$ cat config.mk
export PLATFORM = sky130hd
export DESIGN_NAME = cntr8_down
export DESIGN_NICKNAME = d
export VERILOG_FILES = /design/src/rtl/cntr8_down.sv
export SDC_FILE = /design/constraint.sdc
export NUM_CORES = 1
export LEC_CHECK = 0
export CORE_MARGIN = 3
export CORE_UTILIZATION = 44
export CTS_CLUSTER_SIZE = 28
export DETAILED_ROUTE_END_ITERATION = 16
export GPL_ROUTABILITY_DRIVEN = 1
export PLACE_DENSITY_LB_ADDON = 0.12
export SLEW_MARGIN = 5
export SYNTH_ARGS = -nofsm -noshare
export SYNTH_HDL_FRONTEND = slang
export SYNTH_SLANG_ARGS = --single-unit
$ cat constraint.sdc
create_clock -name clk -period 2.4 [get_ports clk]
set_input_delay 0.72 -clock clk [delete_from_list [all_inputs] [get_ports clk]]
set_output_delay 0.72 -clock clk [all_outputs]
set_load 0.01 [all_outputs]
$ cat src/rtl/cntr8_down.sv
// cntr8_down: 8-bit loadable down-counter/timer; start loads din, en decrements, one-cycle done pulse on expiry.
// Latency: q/busy valid one edge after start; done rises after the din-th enabled edge. Define CNTR8_DOWN_RELOAD_EN for periodic reload mode.
// Backpressure: none; en gates counting, abort cancels to IDLE, start is ignored while busy.
module cntr8_down (
  input  logic       clk,
  input  logic       rst,
  input  logic       start,
  input  logic [7:0] din,
  input  logic       en,
  input  logic       abort,
  output logic [7:0] q,
  output logic       busy,
  output logic       done
);

  localparam logic [0:0] S_IDLE = 1'b0;
  localparam logic [0:0] S_RUN  = 1'b1;

  logic [0:0] r_state;
  logic [0:0] w_state_nxt;
  logic [7:0] r_q;
  logic [7:0] w_q_nxt;
  logic       r_done;
  logic       w_done_nxt;

  logic [7:0] w_borrow;
  logic [7:0] w_dec;
  logic       w_din_zero;
  logic       w_q_one;
  logic [7:0] w_expire_q;
  logic [0:0] w_expire_state;

  // Ripple-borrow decrementer: bit i flips while every lower bit is zero.
  assign w_borrow[0] = 1'b1;
  genvar gi;
  generate
    for (gi = 1; gi < 8; gi++) begin : g_borrow
      assign w_borrow[gi] = ~r_q[gi-1] & w_borrow[gi-1];
    end
  endgenerate
  assign w_dec = r_q ^ w_borrow;

  // Zero-load and last-count detectors.
  assign w_din_zero = ~|din;
  assign w_q_one    = r_q[0] & ~|r_q[7:1];

`ifdef CNTR8_DOWN_RELOAD_EN
  logic [7:0] r_reload;

  // Capture the period on every accepted start so expiry can restart the count.
  always_ff @(posedge clk or posedge rst) begin
    if (rst) begin
      r_reload <= 8'h00;
    end else if ((r_state == S_IDLE) && start) begin
      r_reload <= din;
    end
  end

  assign w_expire_q     = r_reload;
  assign w_expire_state = S_RUN;
`else
  assign w_expire_q     = 8'h00;
  assign w_expire_state = S_IDLE;
`endif

  // Next-state, next-count and done-pulse decode; abort outranks expiry in RUN.
  always_comb begin
    w_state_nxt = r_state;
    w_q_nxt     = r_q;
    w_done_nxt  = 1'b0;
    case (r_state)
      S_IDLE: begin
        if (start) begin
          if (w_din_zero) begin
            w_q_nxt    = 8'h00;
            w_done_nxt = 1'b1;
          end else begin
            w_q_nxt     = din;
            w_state_nxt = S_RUN;
          end
        end
      end
      S_RUN: begin
        if (abort) begin
          w_q_nxt     = 8'h00;
          w_state_nxt = S_IDLE;
        end else if (en) begin
          if (w_q_one) begin
            w_q_nxt     = w_expire_q;
            w_done_nxt  = 1'b1;
            w_state_nxt = w_expire_state;
          end else begin
            w_q_nxt = w_dec;
          end
        end
      end
      default: begin
        w_q_nxt     = 8'h00;
        w_state_nxt = S_IDLE;
      end
    endcase
  end

  // State, count and done registers; reset forces IDLE with a cleared count.
  always_ff @(posedge clk or posedge rst) begin
    if (rst) begin
      r_state <= S_IDLE;
      r_q     <= 8'h00;
      r_done  <= 1'b0;
    end else begin
      r_state <= w_state_nxt;
      r_q     <= w_q_nxt;
      r_done  <= w_done_nxt;
    end
  end

  assign q    = r_q;
  assign busy = (r_state == S_RUN);
  assign done = r_done;

endmodule

==> tab_implementation.tex, run 1 <==
\begin{tabular}{lr}
\hline
Metric & Value \\
\hline
\multicolumn{2}{l}{\textbf{Status}} \\
\quad Status & finished clean \\
\multicolumn{2}{l}{\textbf{Synthesis}} \\
\quad Yosys warnings & 0 \\
\quad Gate count after technology mapping & between 70 and 80 \\
\quad Post-Synthesis Net Count & 96 \\
\quad Top cells by area, synth & dfrtp\_1 (35\%), ha\_1 (11\%), inv\_1 (9.0\%) \\
\quad Synth top area share & a little over a third \\
\quad Synthesized area divided by synthesized cell count & about 9.2 sq um \\
\quad Cell type contributing the most total cell area after synthesis & dfrtp\_1 \\
\quad Total of flip-flops plus latches after synthesis & 10 \\
\quad Unique cell type count in the Yosys netlist & 25 \\
\quad Sequential cell area fraction in the yosys report & 35.4\% \\
\quad Post-synthesis instance area & between 700 and 800 sq um \\
\multicolumn{2}{l}{\textbf{Critical path}} \\
\quad R2R Path Start & q[0] \\
\quad Buf+Inv Stages, Crit Path & 2 \\
\quad Crit path launch type & flip-flop \\
\quad Worst setup path startpoint & q[0] \\
\quad Classification of the worst setup path & flip-flop to flip-flop \\
\quad Cells along the critical path & inv\_1, ha\_1, ha\_1, ha\_1, ha\_1, ha\_1, ha\_1, inv\_1, o211ai\_1, a2bb2oi\_1 \\
\quad Endpoint arrival time on the critical path & approximately 2.2 ns \\
\quad Data required time at the worst endpoint & approximately 2.6 ns \\
\quad CP Max Fanout & 3 \\
\quad Largest incremental delay on the critical path & approximately 0.37 ns \\
\quad Worst path most repeated cell & ha\_1 \\
\quad Cell family with most CP delay & adder cells \\
\quad CP max-delay cell & dfrtp\_1 \\
\quad Capturing element type of the critical path & flip-flop \\
\multicolumn{2}{l}{\textbf{Layout}} \\
\quad Leading cell type in the layout, fill and taps excluded & clkdlybuf4s50\_1 \\
\quad Number of diodes added for antenna fixing & 0 \\
\quad Leading cell types in the layout, fill and taps excluded & clkdlybuf4s50\_1 (22), inv\_1 (17), dfrtp\_1 (10) \\
\quad Synth-to-layout area growth & 37.2\% \\
\quad Share of final-layout standard cells stronger than drive strength 1 & under 10\% \\
\quad Final net count & 120 \\
\multicolumn{2}{l}{\textbf{Place}} \\
\quad Placer's final routability congestion estimate & $\sim$0.9 \\
\quad PortBufs & 22 \\
\quad Half-perimeter wire length after placement & around 1300 um \\
\quad Post-placement worst setup slack & $\sim$0.37 ns \\
\multicolumn{2}{l}{\textbf{Clock network}} \\
\quad Hold buffers post-CTS & 0 \\
\quad \# clock sinks & 10 \\
\quad Clock latency of the later-clocked register in the worst-skew pair & approximately 0.26 ns \\
\quad Clock edge transition at the registers on the reported setup and hold paths & $\sim$0.070 ns \\
\quad Total number of H-tree levels & 1 \\
\quad Maximum clock insertion buffer count & 2 \\
\quad Number of buffers inserted during clock tree synthesis & 3 \\
\quad CTS root buffer & clkbuf\_4 \\
\quad Clock tree from TritonCTS & built \\
\quad Number of buffers added for setup after CTS & 0 \\
\quad Post-CTS sizing & 0 \\
\multicolumn{2}{l}{\textbf{Timing}} \\
\quad Worst slew margin relative to its limit & a little under three quarters \\
\quad RSZ-0062 raised after global routing & no \\
\quad Final period demand of the worst path & 2.01 ns \\
\quad Final worst path period share & between 80\% and 90\% \\
\quad Pins over their slew limit & 0 \\
\quad Max Freq & 497 MHz \\
\quad Setup violation total in the final timing report & 0 \\
\quad Final setup margin & a little under 0.4 ns \\
\quad Final hold viol count & 0 \\
\quad Setup TNS Final & 0 ns \\
\quad Clock Skew & $\sim$0.00028 ns \\
\quad Slew of the pin with the lowest slew margin & about 0.42 ns \\
\multicolumn{2}{l}{\textbf{Route}} \\
\quad Detailed-route DRC error count & 0 \\
\quad Avg WL per Cell & 14.9 um \\
\quad Initial detailed-routing violation count & 21 \\
\quad Post-detailed-route via-to-cell ratio & about 5.7 \\
\quad TritonRoute pass-1 iters & 4 \\
\quad Detailed-route via count & between 600 and 700 \\
\quad Residual antenna-violating net count after detailed routing & 0 \\
\quad Routed wire length & about 1700 um \\
\multicolumn{2}{l}{\textbf{Die}} \\
\quad Area inside the core boundary & about 0.0014 sq mm \\
\quad Placement Rows & 13 \\
\quad Height of the die & between 40 and 50 um \\
\quad DIE AREA & $\sim$0.0021 sq mm \\
\quad Starting density of the core & 50.5\% \\
\quad I/O pin cnt & 23 \\
\quad Die Wd & 46.1 um \\
\multicolumn{2}{l}{\textbf{GRT}} \\
\quad Maximum number of pins on one net before global-route repair & 14 \\
\quad Via count of the first global-routing pass & 672 \\
\quad GR Overflow Total & 0 \\
\quad Wire length of the first global-routing pass & around 2900 um \\
\quad Total global-route track usage & $\sim$20\% \\
\quad Initial antenna violation count & 0 \\
\multicolumn{2}{l}{\textbf{Min path}} \\
\quad Hold WC Path Type & flip-flop to flip-flop \\
\quad Source of the worst hold timing path & q[3] \\
\multicolumn{2}{l}{\textbf{Power}} \\
\quad Pwr Density & roughly 800 mW/mm\^{}2 \\
\quad Leakage power of the design & roughly 0.45 nW \\
\quad Max IR drop VDD & 0.000424 V \\
\multicolumn{2}{l}{\textbf{Run}} \\
\quad Number of max-capacitance violations reported & 0 \\
\hline
\end{tabular}
[cell usage after synthesis]
cell type  count
a31oi_1        2
clkbuf_1       3
o21ai_1        1
nor3_4         1
o21ai_0        7
ha_1           6
or4b_4         1
inv_1         17
nor4_1         2
buf_6          1
dfrtp_1       10
a2bb2oi_1      6
a21o_1         1
nand2_1        2
o211ai_1       7
or4_1          1
nor2b_1        1
clkbuf_2       1
o2bb2ai_2      1
nand2b_1       1
a211o_1        1
a222oi_1       1
and3b_1        1
o31ai_1        1
nand3_1        1
[report_power, final]
group | total, mW | internal, mW | leakage, nW | switching, mW
clock network | 0.153 | 0.0921 | 0.0210 | 0.0609
registers | 0.261 | 0.214 | 0.121 | 0.0474
logic | 0.360 | 0.193 | 0.312 | 0.167
[final timing paths]
check / endpoint / slack [ns] / depth (start not counted)
min: q[3] / 0.59 / 1
max in group asynchronous: busy / 1.41 / 2
max reg2reg: q[6] / 0.39 / 10
min reg2reg: q[3] / 0.59 / 1
max: q[6] / 0.39 / 10
min in group asynchronous: q[7] / 0.72 / 2
[cells by family after synthesis]
logic type | synth area share (%)
buffers and inverters | 12.9
DFF | 35.4
adders and majority gates | 10.6
AOI/OAI and AO/OA | 29.2
and+or+nand+nor | 11.9
[routing by layer]
layer / track usage (%) / wire, um / up-vias
met2: 31.9 / 835 / 19
met5: 0 / 0 / -
met3: 6.25 / 77 / 4
li1: - / - / 324
met4: 10.8 / 36 / 0
met1: 24.0 / 765 / 314
[flip-flops by register name, indices dropped and copies added (netlist names)]
name	flops
q	8
done	1
busy	1
[layout make-up]
cell class	count	area, sq um
Fill cell	113	429
Multi-Input combinational cell	45	365
Sequential cell	10	250
Timing Repair Buffer	24	235
Inverter	17	63.8
Clock buffer	4	36.3
Tap cell	15	18.8
[through the flow]
| step | hold slack [ns] | utilization [%] | instance area (sq um) | std cells | power (mW) |
|---|---|---|---|---|---|
| after floorplan | 0.560 | - | 707 | 77 | 0.471 |
| after global placement | 0.572 | 66.7 | 933 | 111 | 0.616 |
| after detailed placement | 0.577 | 66.7 | 933 | 111 | 0.625 |
| after CTS | 0.594 | 69.3 | 970 | 115 | 0.782 |
| after global routing | 0.605 | 69.3 | 970 | 115 | 0.835 |
| final | 0.593 | 69.3 | 970 | 115 | 0.774 |
No activity file was read; power rests on OpenSTA's default activity.
==> run 2: changes to the inputs <==
==> constraint.sdc (replaced) <==
create_clock -name clk -period 1.9 [get_ports clk]
set_input_delay 0.57 -clock clk [delete_from_list [all_inputs] [get_ports clk]]
set_output_delay 0.57 -clock clk [all_outputs]
set_load 0.01 [all_outputs]
==> tab_implementation.tex, run 2 (same netlist as run 1, synthesis figures left out) <==
\begin{tabular}{lr}
\hline
Metric & Value \\
\hline
\multicolumn{2}{l}{\textbf{Status}} \\
\quad Status & finished clean \\
\multicolumn{2}{l}{\textbf{Clock network}} \\
\quad Clock tree from TritonCTS & built \\
\quad Number of buffers inserted during clock tree synthesis & 3 (unchanged) \\
\quad \# clock sinks & 10 (unchanged) \\
\quad Hold buffers post-CTS & 0 (unchanged) \\
\quad Maximum clock insertion buffer count & 2 (unchanged) \\
\quad Clock latency of the later-clocked register in the worst-skew pair & 0.28 ns (+0.02 ns) \\
\quad Clock edge transition at the registers on the reported setup and hold paths & 0.07 ns (about the same) \\
\quad Total number of H-tree levels & 1 (unchanged) \\
\quad CTS root buffer & clkbuf\_4 \\
\multicolumn{2}{l}{\textbf{Layout}} \\
\quad Final net count & 127 (+5.8\%) \\
\quad Final non-filler cell area & 0.00108 sq mm (+11\%) \\
\quad Number of diodes added for antenna fixing & 0 (unchanged) \\
\quad Max reg flops & 8 (unchanged) \\
\quad Synth-to-layout area growth & 52.7\% \\
\quad Fill count & 107 (-5.3\%) \\
\quad Count of non-filler cells in the finished layout & 122 (+6.1\%) \\
\quad Leading cell types in the layout, fill and taps excluded & clkdlybuf4s50\_1 (21), inv\_1 (15), dfrtp\_1 (10) \\
\quad Share of final-layout standard cells stronger than drive strength 1 & 22.4\% (+13 points) \\
\quad Area taken by flip-flops and latches & 250 sq um (unchanged) \\
\quad Area of combinational cells with multiple inputs & 420 sq um (+15\%) \\
\quad Final standard cell utilization of the core & 77.2\% (+7.9 points) \\
\quad Leading cell type in the layout, fill and taps excluded & clkdlybuf4s50\_1 \\
\multicolumn{2}{l}{\textbf{Place}} \\
\quad Placer's final routability congestion estimate & 0.831 (-5.1\%) \\
\quad PortBufs & 22 (unchanged) \\
\quad Standard cell area after detailed placement & 963 sq um (+3.2\%) \\
\quad Number of placed cells counting well taps & 115 (+3.6\%) \\
\quad Half-perimeter wire length after placement & 1460 um (+9.4\%) \\
\quad Post-placement worst setup slack & -0.0408 ns (-0.414 ns) \\
\multicolumn{2}{l}{\textbf{Critical path}} \\
\quad Cell family with most CP delay & buffers and inverters \\
\quad Classification of the worst setup path & flip-flop to output pin \\
\quad R2R Path Start & q[1] \\
\quad CP max-delay cell & clkdlybuf4s50\_1 \\
\quad Crit path launch type & flip-flop \\
\quad Cells along the critical path & buf\_4, clkdlybuf4s50\_1 \\
\quad Capturing element type of the critical path & output pin \\
\quad Largest incremental delay on the critical path & 0.53 ns (+0.16 ns) \\
\quad Data required time at the worst endpoint & 1.33 ns (-1.26 ns) \\
\quad CP Max Fanout & 3 (unchanged) \\
\quad Worst setup path startpoint & q[1] \\
\quad Buf+Inv Stages, Crit Path & 2 (unchanged) \\
\quad Endpoint arrival time on the critical path & 1.29 ns (-0.91 ns) \\
\multicolumn{2}{l}{\textbf{Timing}} \\
\quad Final worst path period share & slightly below 100\% \\
\quad Worst slew margin relative to its limit & 70.0\% (-1.7 points) \\
\quad Final hold viol count & 0 (unchanged) \\
\quad RSZ-0062 raised after global routing & no \\
\quad Final setup margin & 0.0415 ns (-0.346 ns) \\
\quad Max Freq & around 540 MHz \\
\quad Final period demand of the worst path & around 1.9 ns \\
\quad Worst hold-check slack & 0.579 ns (-0.0142 ns) \\
\quad Setup violation total in the final timing report & 0 (unchanged) \\
\quad Setup TNS Final & 0 ns (unchanged) \\
\quad Pins over their slew limit & 0 (unchanged) \\
\quad Clock Skew & 0.000859 ns (+0.000577 ns) \\
\quad Slew of the pin with the lowest slew margin & 0.445 ns (+0.0215 ns) \\
\multicolumn{2}{l}{\textbf{Power}} \\
\quad Net switching component of the power & 0.413 mW (+50\%) \\
\quad Design internal power & 0.708 mW (+42\%) \\
\quad Leakage power of the design & 0.490 nW (+7.8\%) \\
\quad Pwr Density & 1040 mW/mm\^{}2 (+30\%) \\
\quad Logic pwr share & 52.9\% (+6.4 points) \\
\quad Proportion of power drawn by flip-flops and latches & 29.1\% (-4.6 points) \\
\quad Tot Pwr & 1.12 mW (+45\%) \\
\quad Max IR drop VDD & 0.000601 V (+42\%) \\
\quad Switching part of the total & 36.8\% (+1.3 points) \\
\quad Relative contribution of the clock network to total power & 18.0\% (-1.8 points) \\
\multicolumn{2}{l}{\textbf{GRT}} \\
\quad GR Overflow Total & 0 (unchanged) \\
\quad Total global-route track usage & 20.9\% (+0.76 points) \\
\quad Initial antenna violation count & 0 (unchanged) \\
\quad Wire length of the first global-routing pass & 3090 um (+6.7\%) \\
\quad Via count of the first global-routing pass & 717 (+6.7\%) \\
\quad Maximum number of pins on one net before global-route repair & 11 (-3) \\
\multicolumn{2}{l}{\textbf{Min path}} \\
\quad Hold WC Path Type & primary input to asynchronous set/reset pin \\
\multicolumn{2}{l}{\textbf{Route}} \\
\quad Detailed-route via count & 727 (+10\%) \\
\quad Avg WL per Cell & 16.4 um (+9.8\%) \\
\quad Routed wire length & 2000 um (+17\%) \\
\quad Initial detailed-routing violation count & 38 (+81\%) \\
\quad Detailed-route DRC error count & 0 (unchanged) \\
\quad Residual antenna-violating net count after detailed routing & 0 (unchanged) \\
\quad Post-detailed-route via-to-cell ratio & 5.96 (+3.7\%) \\
\quad TritonRoute pass-1 iters & 4 (unchanged) \\
\multicolumn{2}{l}{\textbf{Run}} \\
\quad Number of max-capacitance violations reported & 0 (unchanged) \\
\multicolumn{2}{l}{\textbf{Die}} \\
\quad Area inside the core boundary & 0.00140 sq mm (unchanged) \\
\quad Placement Rows & 13 (unchanged) \\
\quad Die Wd & 46.1 um (unchanged) \\
\quad Starting density of the core & 50.5\% (unchanged) \\
\quad DIE AREA & 0.00212 sq mm (unchanged) \\
\quad I/O pin cnt & 23 (unchanged) \\
\quad Height of the die & 46.1 um (unchanged) \\
\hline
\end{tabular}
==> run 2: power groups by stage <==
stage / Sequential [mW] / Combinational [mW] / Clock [mW]
3_3_place_gp: 0.328 / 0.485 / 0
6_report: 0.327 / 0.593 / 0.202
4_1_cts: 0.327 / 0.519 / 0.208
2_1_floorplan: 0.350 / 0.246 / 0
5_1_grt: 0.337 / 0.639 / 0.221
3_5_place_dp: 0.331 / 0.500 / 0
==> run 2: layout make-up <==
| class | count | area share (%) |
|---|---|---|
| Timing Repair Buffer | 31 | 26.9 |
| Multi-Input combinational cell | 45 | 38.9 |
| Sequential cell | 10 | 23.2 |
| Tap cell | 15 | 1.74 |
| Clock buffer | 4 | 3.36 |
| Inverter | 17 | 5.91 |
==> run 2: path summary, 6_finish.rpt <==
kind / endpoint / slack, ns / cells past startpoint
min: q[2] / 0.58 / 2
max in group asynchronous: q[4] / 1.03 / 2
min in group clk: q[5] / 0.60 / 1
max: q[1] / 0.04 / 2
min reg2reg: q[5] / 0.60 / 1
max reg2reg: q[7] / 0.09 / 10
==> run 2: timing repair <==
item	4_1_cts	5_1_grt
gates resized for setup	4	8
endpoints found under the setup margin	2	3
buffers inserted	1	2
endpoints found under the hold margin	0	0
pin swaps	1	2
==> run 2: routing by layer <==
layer	global-route usage (%)	vias up	part of all wire [%]
met5	0	-	0
met4	6.25	0	0.70
met3	7.03	4	5.6
met2	36.0	30	54
met1	24.2	353	40
li1	-	340	-
